**src/rtl/logic_op_arbiter_pkg.sv**
```systemverilog
// Shared definitions for the logic-operation arbiter: opcode and FSM state
// encodings plus a small opcode-legality helper.
package logic_op_pkg;

   localparam int OP_W = 3;

   typedef enum logic [2:0] {
      OP_AND  = 3'd0,
      OP_OR   = 3'd1,
      OP_NOT  = 3'd2,
      OP_NAND = 3'd3,
      OP_NOR  = 3'd4,
      OP_XOR  = 3'd5,
      OP_XNOR = 3'd6,
      OP_RSVD = 3'd7
   } op_e;

   typedef enum logic [1:0] {
      ST_IDLE = 2'd0,
      ST_EXEC = 2'd1,
      ST_RESP = 2'd2
   } state_e;

   // Only the reserved encoding is illegal; every other opcode maps to a gate.
   function automatic logic op_is_legal(input logic [OP_W-1:0] op);
      logic legal;
      if (op == OP_RSVD) begin
         legal = 1'b0;
      end else begin
         legal = 1'b1;
      end
      return legal;
   endfunction

endpackage

```
**src/rtl/logic_op_arbiter_if.sv**
```systemverilog
// Request/response bundle between client blocks and the logic-op arbiter.
// Requester fields are packed side by side: requester i owns op bits
// [3i+2:3i] and operand bits [WIDTH*i +: WIDTH].
interface logic_op_arbiter_if #(
   parameter int N_REQ = 4,
   parameter int WIDTH = 8,
   parameter int ID_W  = $clog2(N_REQ)
);

   logic [N_REQ-1:0]       req_valid;
   logic [N_REQ-1:0]       req_ready;
   logic [3*N_REQ-1:0]     req_op;
   logic [WIDTH*N_REQ-1:0] req_a;
   logic [WIDTH*N_REQ-1:0] req_b;
   logic                   rsp_valid;
   logic                   rsp_ready;
   logic [ID_W-1:0]        rsp_id;
   logic [WIDTH-1:0]       rsp_y;
   logic                   rsp_err;

   // Client side: issues requests, consumes responses.
   modport master (
      output req_valid, req_op, req_a, req_b, rsp_ready,
      input  req_ready, rsp_valid, rsp_id, rsp_y, rsp_err
   );

   // Arbiter side: accepts requests, produces responses.
   modport slave (
      input  req_valid, req_op, req_a, req_b, rsp_ready,
      output req_ready, rsp_valid, rsp_id, rsp_y, rsp_err
   );

endinterface

```
**src/rtl/logic_op_arbiter_unit.sv**
```systemverilog
// Shared combinational gate datapath. Every operation is bitwise over WIDTH
// bits; the reserved opcode yields zero and raises err. Operand b is
// don't-care for NOT.
module logic_op_unit
   import logic_op_pkg::*;
#(
   parameter int WIDTH = 8
) (
   input  logic [OP_W-1:0]  op,
   input  logic [WIDTH-1:0] a,
   input  logic [WIDTH-1:0] b,
   output logic [WIDTH-1:0] y,
   output logic             err
);

   // Select the gate function for the presented opcode.
   always_comb begin
      y   = {WIDTH{1'b0}};
      err = ~op_is_legal(op);
      case (op)
         OP_AND:  y = a & b;
         OP_OR:   y = a | b;
         OP_NOT:  y = ~a;
         OP_NAND: y = ~(a & b);
         OP_NOR:  y = ~(a | b);
         OP_XOR:  y = a ^ b;
         OP_XNOR: y = ~(a ^ b);
         OP_RSVD: y = {WIDTH{1'b0}};
         default: y = {WIDTH{1'b0}};
      endcase
   end

endmodule

```
**src/rtl/logic_op_arbiter.sv**
```systemverilog
// Round-robin front end for the shared logic-op datapath. One request is
// accepted per IDLE cycle, executed in EXEC and held in RESP until the
// consumer takes it; the round-robin pointer advances past the owner only
// once its response has been delivered.
module logic_op_arbiter
   import logic_op_pkg::*;
#(
   parameter int N_REQ = 4,
   parameter int WIDTH = 8,
   parameter int ID_W  = $clog2(N_REQ)
) (
   input  logic               clk,
   input  logic               rst,
   logic_op_arbiter_if.slave  bus
);

   localparam logic [ID_W-1:0] LAST_ID = ID_W'(N_REQ - 1);

   state_e           state_q, state_d;
   logic [ID_W-1:0]  rr_ptr_q, rr_ptr_d;
   logic [ID_W-1:0]  g_q, g_d;
   logic [OP_W-1:0]  op_q, op_d;
   logic [WIDTH-1:0] a_q, a_d;
   logic [WIDTH-1:0] b_q, b_d;
   logic             rsp_valid_q, rsp_valid_d;
   logic [ID_W-1:0]  rsp_id_q, rsp_id_d;
   logic [WIDTH-1:0] rsp_y_q, rsp_y_d;
   logic             rsp_err_q, rsp_err_d;

   logic             pick_found_s;
   logic [ID_W-1:0]  pick_idx_s;
   logic [N_REQ-1:0] req_ready_s;
   logic [WIDTH-1:0] unit_y_s;
   logic             unit_err_s;

   // First valid requester at or above ptr, wrapping modulo N_REQ. The loop
   // runs from the farthest offset down so the nearest one is written last.
   function automatic logic [ID_W:0] rr_pick(input logic [N_REQ-1:0] valid,
                                             input logic [ID_W-1:0]  ptr);
      logic            found;
      logic [ID_W-1:0] idx;
      int              pos;
      found = 1'b0;
      idx   = {ID_W{1'b0}};
      for (int k = N_REQ - 1; k >= 0; k--) begin
         pos = (int'(ptr) + k) % N_REQ;
         if (valid[pos]) begin
            found = 1'b1;
            idx   = ID_W'(pos);
         end else begin
            found = found;
         end
      end
      return {found, idx};
   endfunction

   logic_op_unit #(.WIDTH(WIDTH)) u_unit (
      .op  (op_q),
      .a   (a_q),
      .b   (b_q),
      .y   (unit_y_s),
      .err (unit_err_s)
   );

   // Round-robin search over the live request vector.
   always_comb begin
      {pick_found_s, pick_idx_s} = rr_pick(bus.req_valid, rr_ptr_q);
   end

   // Grant strobe: one-hot only in IDLE with a valid request, and held low
   // while reset is asserted so no handshake can complete during reset.
   always_comb begin
      req_ready_s = {N_REQ{1'b0}};
      if (!rst && (state_q == ST_IDLE) && pick_found_s) begin
         req_ready_s[pick_idx_s] = 1'b1;
      end else begin
         req_ready_s = {N_REQ{1'b0}};
      end
   end

   // Next-state and next-output computation for the IDLE/EXEC/RESP sequence.
   always_comb begin
      state_d     = state_q;
      rr_ptr_d    = rr_ptr_q;
      g_d         = g_q;
      op_d        = op_q;
      a_d         = a_q;
      b_d         = b_q;
      rsp_valid_d = rsp_valid_q;
      rsp_id_d    = rsp_id_q;
      rsp_y_d     = rsp_y_q;
      rsp_err_d   = rsp_err_q;
      case (state_q)
         ST_IDLE: begin
            if (pick_found_s) begin
               g_d     = pick_idx_s;
               op_d    = bus.req_op[OP_W*int'(pick_idx_s) +: OP_W];
               a_d     = bus.req_a[WIDTH*int'(pick_idx_s) +: WIDTH];
               b_d     = bus.req_b[WIDTH*int'(pick_idx_s) +: WIDTH];
               state_d = ST_EXEC;
            end else begin
               state_d = ST_IDLE;
            end
         end
         ST_EXEC: begin
            rsp_y_d     = unit_y_s;
            rsp_err_d   = unit_err_s;
            rsp_id_d    = g_q;
            rsp_valid_d = 1'b1;
            state_d     = ST_RESP;
         end
         ST_RESP: begin
            if (bus.rsp_ready) begin
               rsp_valid_d = 1'b0;
               if (g_q == LAST_ID) begin
                  rr_ptr_d = {ID_W{1'b0}};
               end else begin
                  rr_ptr_d = g_q + ID_W'(1);
               end
               state_d = ST_IDLE;
            end else begin
               state_d = ST_RESP;
            end
         end
         default: begin
            rsp_valid_d = 1'b0;
            state_d     = ST_IDLE;
         end
      endcase
   end

   // State, captured request and registered response; reset drops any
   // in-flight transaction.
   always_ff @(posedge clk or posedge rst) begin
      if (rst) begin
         state_q     <= ST_IDLE;
         rr_ptr_q    <= {ID_W{1'b0}};
         g_q         <= {ID_W{1'b0}};
         op_q        <= {OP_W{1'b0}};
         a_q         <= {WIDTH{1'b0}};
         b_q         <= {WIDTH{1'b0}};
         rsp_valid_q <= 1'b0;
         rsp_id_q    <= {ID_W{1'b0}};
         rsp_y_q     <= {WIDTH{1'b0}};
         rsp_err_q   <= 1'b0;
      end else begin
         state_q     <= state_d;
         rr_ptr_q    <= rr_ptr_d;
         g_q         <= g_d;
         op_q        <= op_d;
         a_q         <= a_d;
         b_q         <= b_d;
         rsp_valid_q <= rsp_valid_d;
         rsp_id_q    <= rsp_id_d;
         rsp_y_q     <= rsp_y_d;
         rsp_err_q   <= rsp_err_d;
      end
   end

   assign bus.req_ready = req_ready_s;
   assign bus.rsp_valid = rsp_valid_q;
   assign bus.rsp_id    = rsp_id_q;
   assign bus.rsp_y     = rsp_y_q;
   assign bus.rsp_err   = rsp_err_q;

endmodule

```
**src/flat_wrapper.sv**
```systemverilog
// flat-port wrapper written by rule: the top's interface ports become plain ports
module logic_op_arbiter_flat import logic_op_pkg::*;
#(
   parameter int N_REQ = 4,
   parameter int WIDTH = 8,
   parameter int ID_W  = $clog2(N_REQ)
)
  (clk, rst, bus_req_valid, bus_req_op, bus_req_a, bus_req_b, bus_rsp_ready, bus_req_ready, bus_rsp_valid, bus_rsp_id, bus_rsp_y, bus_rsp_err);
  logic_op_arbiter_if #(.N_REQ(N_REQ), .WIDTH(WIDTH), .ID_W(ID_W)) bus_i ();
  input  logic clk;
  input  logic rst;
  input wire logic [$bits(bus_i.req_valid)-1:0] bus_req_valid;
  input wire logic [$bits(bus_i.req_op)-1:0] bus_req_op;
  input wire logic [$bits(bus_i.req_a)-1:0] bus_req_a;
  input wire logic [$bits(bus_i.req_b)-1:0] bus_req_b;
  input wire logic [$bits(bus_i.rsp_ready)-1:0] bus_rsp_ready;
  output wire logic [$bits(bus_i.req_ready)-1:0] bus_req_ready;
  output wire logic [$bits(bus_i.rsp_valid)-1:0] bus_rsp_valid;
  output wire logic [$bits(bus_i.rsp_id)-1:0] bus_rsp_id;
  output wire logic [$bits(bus_i.rsp_y)-1:0] bus_rsp_y;
  output wire logic [$bits(bus_i.rsp_err)-1:0] bus_rsp_err;
  assign bus_i.req_valid = bus_req_valid;
  assign bus_i.req_op = bus_req_op;
  assign bus_i.req_a = bus_req_a;
  assign bus_i.req_b = bus_req_b;
  assign bus_i.rsp_ready = bus_rsp_ready;
  assign bus_req_ready = bus_i.req_ready;
  assign bus_rsp_valid = bus_i.rsp_valid;
  assign bus_rsp_id = bus_i.rsp_id;
  assign bus_rsp_y = bus_i.rsp_y;
  assign bus_rsp_err = bus_i.rsp_err;
  logic_op_arbiter #(.N_REQ(N_REQ), .WIDTH(WIDTH), .ID_W(ID_W)) u_core (.clk(clk), .rst(rst), .bus(bus_i));
endmodule
```
**config.mk**
```make
export PLATFORM = sky130hd
export DESIGN_NAME = logic_op_arbiter_flat
export DESIGN_NICKNAME = d
export VERILOG_FILES = /design/src/rtl/logic_op_arbiter_pkg.sv /design/src/rtl/logic_op_arbiter_if.sv /design/src/rtl/logic_op_arbiter_unit.sv /design/src/rtl/logic_op_arbiter.sv /design/src/flat_wrapper.sv
export SDC_FILE = /design/constraint.sdc
export NUM_CORES = 1
export LEC_CHECK = 0
export BUFFER_PORTS_ARGS = -buffer_cell sky130_fd_sc_hd__buf_2
export CORE_MARGIN = 2
export CORE_UTILIZATION = 55
export CTS_CLUSTER_DIAMETER = 80
export DETAILED_ROUTE_END_ITERATION = 6
export GPL_TIMING_DRIVEN = 0
export MAX_ROUTING_LAYER = met4
export PLACE_DENSITY = 0.86
export SLEW_MARGIN = 25
export SYNTH_ARGS = -nofsm -noshare
export SYNTH_HDL_FRONTEND = slang
export SYNTH_SLANG_ARGS = --single-unit
```
**constraint.sdc**
```tcl
create_clock -name clk -period 2.3 [get_ports clk]
set_input_delay 0.345 -clock clk [delete_from_list [all_inputs] [get_ports clk]]
set_output_delay 0.345 -clock clk [all_outputs]
set_load 0.01 [all_outputs]
```
# Word-level counts from Yosys, hierarchy flattened
# Cells that the tools add are included.
# classes
n_addsub,4
multipliers,1
n_div,0
n_lt_le_gt_ge,6
eq_ne,11
shifts,3
mux,29
bitwise,11
n_reduce_logical,12
# ops
cell,count
case mux 8 bit (8 select lines),1
indexed part select 32 x 6 -> 8 bit,2
NOT 8 bit,4
indexed part select 12 x 32 -> 3 bit,1
two-way mux 1 bit,14
"== test 3 bit, second input constant",4
"< comparator 3 x 4 -> 1 bit, second input constant",3
two-way mux 2 bit,6
AND 8 bit,1
binary-select mux 1 bit (select 2 bit),4
OR 8 bit,1
XOR 8 bit,1
"== test 3 x 2 -> 1 bit, second input constant",2
"< comparator 2 x 3 -> 1 bit, second input constant",2
case mux 2 bit (3 select lines),1
AND reduction 2 bit,3
OR reduction 2 bit,3
"adder 2 x 1 -> 2 bit, second input constant",2
"adder 2 bit, second input constant",2
"== test 2 bit, second input constant",2
"multiplier 2 x 2 -> 4 bit, first input constant",1
two-way mux 4 bit,1
"AND 1 bit, first input constant",3
"== test 3 x 1 -> 1 bit, second input constant",1
other kinds (10),12
# word_totals
ff_bits,37
latch_bits,0
mem_bits_rw,0
mem_bits_ro,0
output_inout_bits,16
memories,0

# Logic depth before layout (Yosys ltp)
# logic_depth
depth_word,15
mapped_depth,7
depth_no_buf,7

# By module
# From an unflattened synthesis, not the netlist that was laid out.
# hier_totals
cells_unflattened,319
area_unflattened_um2,3085.5
# modules_own_cells
mod,n_inst,cells_per_inst,area_each_um2
logic_op_arbiter,1,174,2118.3
logic_op_unit,1,145,967.2

# Worst setup path before layout
# OpenSTA, ideal clock, no wires.
# synth_path
path_type,input-to-output
start,in bus_req_valid[2]
end,out bus_req_ready[3]
arrival_ns,1.522
required_ns,1.955
setup_slack_ns,0.433
cell_stages,6
path_buffers,2
cell_sequence,nor2b_4 -> a21o_1 -> a211o_1 -> buf_6 -> buf_6 -> nor4_1
# synth_via
elab_chain_len,12
# synth_lines
element,line_no,rtl
start: declaration,flat_wrapper.sv:12,input wire logic [$bits(bus_i.req_valid)-1:0] bus_req_valid;
binary-select mux 1 bit (select 2 bit),logic_op_arbiter.sv:47,if (valid[pos]) begin
two-way mux 1 bit (not written as such) (2 in series),logic_op_arbiter.sv:47,
two-way mux 2 bit (4 in series),logic_op_arbiter.sv:47,
< comparator 2 x 3 -> 1 bit (not written as such) or greater-or-equal comparator 2 x 1 -> 1 bit (tied branches),logic_op_arbiter.sv:75,req_ready_s[pick_idx_s] = 1'b1;
logical AND 1 bit (not written as such),logic_op_arbiter.sv:75,
two-way mux 1 bit (not written as such),logic_op_arbiter.sv:75,
demux 1 bit (select 2 bit),n/a,
two-way mux 4 bit (*),logic_op_arbiter.sv:74,if (!rst && (state_q == ST_IDLE) && pick_found_s) begin
end: declaration,flat_wrapper.sv:17,output wire logic [$bits(bus_i.req_ready)-1:0] bus_req_ready;
# Every way passes the cells marked *; elsewhere a longest branch is shown, timed or not. The select of a mux whose other input is x is not followed.

# Final worst setup path
# layout_path
start,reg u_core.rr_ptr_q[0]
end,out bus_req_ready[2]
# layout_via
elab_chain_len,13
# layout_lines
element,line_no,rtl
start: declaration,logic_op_arbiter.sv:20,"logic [ID_W-1:0] rr_ptr_q, rr_ptr_d;"
start signal: assignment,logic_op_arbiter.sv:137,rr_ptr_q <= {ID_W{1'b0}};
start signal: assignment,logic_op_arbiter.sv:148,rr_ptr_q <= rr_ptr_d;
adder 2 bit,logic_op_arbiter.sv:46,pos = (int'(ptr) + k) % N_REQ;
binary-select mux 1 bit (select 2 bit),logic_op_arbiter.sv:47,
two-way mux 1 bit (not written as such) (2 in series),logic_op_arbiter.sv:47,
two-way mux 2 bit (4 in series),logic_op_arbiter.sv:47,
< comparator 2 x 3 -> 1 bit (not written as such) or greater-or-equal comparator 2 x 1 -> 1 bit (tied branches),logic_op_arbiter.sv:75,
logical AND 1 bit (not written as such),logic_op_arbiter.sv:75,
two-way mux 1 bit (not written as such),logic_op_arbiter.sv:75,
demux 1 bit (select 2 bit),n/a,
two-way mux 4 bit (*),logic_op_arbiter.sv:74,
# Marked as above.

==> impl_metrics.json <==
{
  "grt_pass1_wl_mm": 12.5,
  "vias_per_cell": 5.60,
  "critPathMaxStageDelay_ns": 0.45,
  "gp_congestion": 0.904,
  "drc": 0,
  "num_rows": 26,
  "fp.dieH_um": 76.5,
  "skew_ns": 0.00628,
  "place_ws_ns": 0.278,
  "status": "finished, final reports clean",
  "synth_compound_area_frac": 0.204,
  "io_buffer_count": 98,
  "finalSetupViolCount": 0,
  "io_pins": 99,
  "yosysWarnings": 0,
  "ys.flop_type": "dfrtp_1",
  "numCtsBuffers": 5,
  "synth_area_per_cell_um2": 9.45,
  "grt_setup_unrepaired": "no",
  "num_vias": 2695,
  "switchingPower_mw": 2.24,
  "fin_crit_ns": 2.14,
  "max_slew_margin": 0.488,
  "pwr-share-seq": 0.269,
  "cap_violations": 0,
  "cts_tree": "built",
  "grt_pass1_vias": 2683,
  "cts_sinks": 37,
  "async_flop_share": 1.00,
  "cp.depth": 6,
  "synth_mux_area_frac": 0.176,
  "nFillCells": 410,
  "drv_slew": 0,
  "core_area_um2": 5070,
  "layout_commonest_cell": "buf_2",
  "ys_ff_latch": 37,
  "seq_area_frac_synth": 0.320,
  "max_freq_ghz": 0.467,
  "worstPathArrival_ns": 1.80,
  "crit_path_end_kind": "primary output",
  "ant_nets": 0,
  "clk_path_buf_depth": 2,
  "synth_edf_count": 0,
  "drt_first_pass_iters": 4,
  "cp_top_family": "flip-flops",
  "synthCells": 306,
  "layoutNonFillerInstCount": 481,
  "crit_slowest_cell": "dfrtp_2",
  "p_total_mw": 4.79,
  "ir_drop_v": 0.000680,
  "combPwrFrac": 0.637,
  "postCtsSetupBuffers": 0,
  "worst_pin_slew_ns": 0.767,
  "synth_nets": 406,
  "final_area_um2": 3550,
  "crit_chain": "nand2b_1 -> a21oi_1 -> a211o_1 -> buf_6 -> nor4b_2 -> buf_2",
  "initial_core_util": 0.570,
  "cp_num_buf_inv": 2,
  "yosys.area_share.simple": 0.143,
  "antenna_found_initial": 0,
  "power_density_nw_per_um2": 1350,
  "grt_usage": 0.273,
  "drive_above_1_share": 0.345,
  "synth-xor-area-share": 0,
  "yosysUniqueCellTypes": 43,
  "switching_share": 0.467,
  "dp_hpwl_mm": 5.74,
  "final_cell_mix": "103 x buf_2, 43 x mux2i_1, 38 x nand2_1",
  "area_growth_pct": 22.7,
  "chipWidth_um": 76.5,
  "syn-cell-area_um2": 2890,
  "drtIter0Drc": 231,
  "clk_pin_slew_worst_paths_ns": 0.07,
  "rr_worst_depth": 7,
  "antennaDiodeCount": 0,
  "crit_path_start_kind": "flop",
  "wire_per_inst_um": 15.5,
  "crit_fanout": 16,
  "synth_top_family_by_area": "compound AO/OA/AOI/OAI gates",
  "period_share": 0.932,
  "synth_fa_ha_area_frac": 0.0736,
  "critPathKind": "flop to primary output",
  "nNetsFinal": 510,
  "h-tree-depth": 2,
  "clock-root-buffer": "clkbuf_8",
  "p_int_mw": 2.55,
  "hp-class": "primary input to async pin",
  "reg2reg_setup_slack_ns": 0.38,
  "die-area_um2": 5850,
  "p_clk_frac": 0.094,
  "fin_ws_ns": 0.157,
  "worst_skew_pair.late_latency_ns": 0.29,
  "hold_viol": 0,
  "postPlaceCellArea_um2": 3470,
  "grt_max_degree": 39,
  "power.leakage_nw": 1.84,
  "required_ns": 1.96,
  "routed_wl_mm": 7.44,
  "placedCellCount": 474,
  "cts_hold_buf": 0,
  "grt_overflow": 0
}
## cell families after synthesis
| kind of cell | count (synthesis) |
|---|---|
| AND/OR/NAND/NOR | 85 |
| AO/OA/AOI/OAI | 71 |
| multiplexers | 50 |
| buffers and inverters | 46 |
| flip-flops | 37 |
| adder cells (fa/ha/maj) | 17 |
## metrics by stage
step	hold WS [ns]	utilization	TNS, ns
3_3_place_gp	0.455	0.683	-0.0958
2_1_floorplan	0.469	-	0
6_report	0.232	0.699	0
5_1_grt	0.275	0.699	0
4_1_cts	0.240	0.700	0
3_5_place_dp	0.462	0.683	0
## power by group through the flow
| stage | Combinational [mW] | Clock [mW] | Sequential [mW] |
|---|---|---|---|
| final | 3.05 | 0.450 | 1.29 |
| after global routing | 3.38 | 0.491 | 1.33 |
| after CTS | 3.06 | 0.451 | 1.27 |
| after detailed placement | 3.02 | 0 | 1.28 |
| after global placement | 2.90 | 0 | 1.26 |
| after floorplan | 2.29 | 0 | 1.24 |
## registers in the layout, indices dropped and copies added (netlist names)
name,count
u_core.a_q,8
u_core.b_q,8
u_core.bus.rsp_y,8
u_core.op_q,3
u_core.bus.rsp_id,2
u_core.g_q,2
u_core.rr_ptr_q,2
u_core.state_q,2
u_core.bus.rsp_err,1
u_core.bus.rsp_valid,1
## path summary, 6_finish.rpt
path | from | to
worst max-delay path | u_core.rr_ptr_q[0] | bus_req_ready[2]
worst max register to register | u_core.rr_ptr_q[0] | u_core.a_q[7]
max in group asynchronous | rst | u_core.rr_ptr_q[0]
min in group clk | bus_rsp_ready | u_core.state_q[1]
worst min register to register | u_core.bus.rsp_y[5] | u_core.bus.rsp_y[5]
worst min-delay path | rst | u_core.b_q[5]
## metal layers
| metal | wire, um | global-route usage |
|---|---|---|
| met1 | 3070 | 0.340 |
| met3 | 458 | 0.0474 |
| met2 | 3740 | 0.435 |
| met4 | 171 | 0.124 |
| met5 | 0 | - |
## timing repair
action,CTS,global route
gates resized for setup,0,2
hold endpoints to repair,0,0
endpoints found under the setup margin,0,4
## synthesized netlist by cell type (5+ instances only)
cell type	count	area share
a21oi_1	14	0.024
a22o_1	5	0.015
buf_2	5	0.0087
buf_6	6	0.023
dfrtp_1	37	0.32
ha_1	17	0.074
inv_1	24	0.031
mux2_2	7	0.027
mux2i_1	43	0.15
nand2_1	38	0.049
nand2b_1	6	0.013
nor2_1	21	0.027
nor2b_1	5	0.011
o221ai_1	12	0.036
o221ai_2	10	0.052
o22ai_1	7	0.015
## layout make-up
cell class                 count  area [um^2]  area share
buffer                        20          134      0.0377
clock buffer                   6         72.6      0.0205
clock inverter                 2         10.0     0.00282
inverter                      25         93.8      0.0265
multi-input combinational    223         1730       0.488
sequential                    37          927       0.261
tap                           70         87.6      0.0247
timing repair buffer          98          490       0.138
## worst reg2reg max path: cells and delay by family, from the launching register on
kind,cells,cell delay [ns]
buffers and inverters,2,0.41
multiplexers,1,0.33
AO/OA/AOI/OAI,3,0.42
flip-flops,1,0.45
AND/OR/NAND/NOR,1,0.17
(Power assumes the default switching activity.)
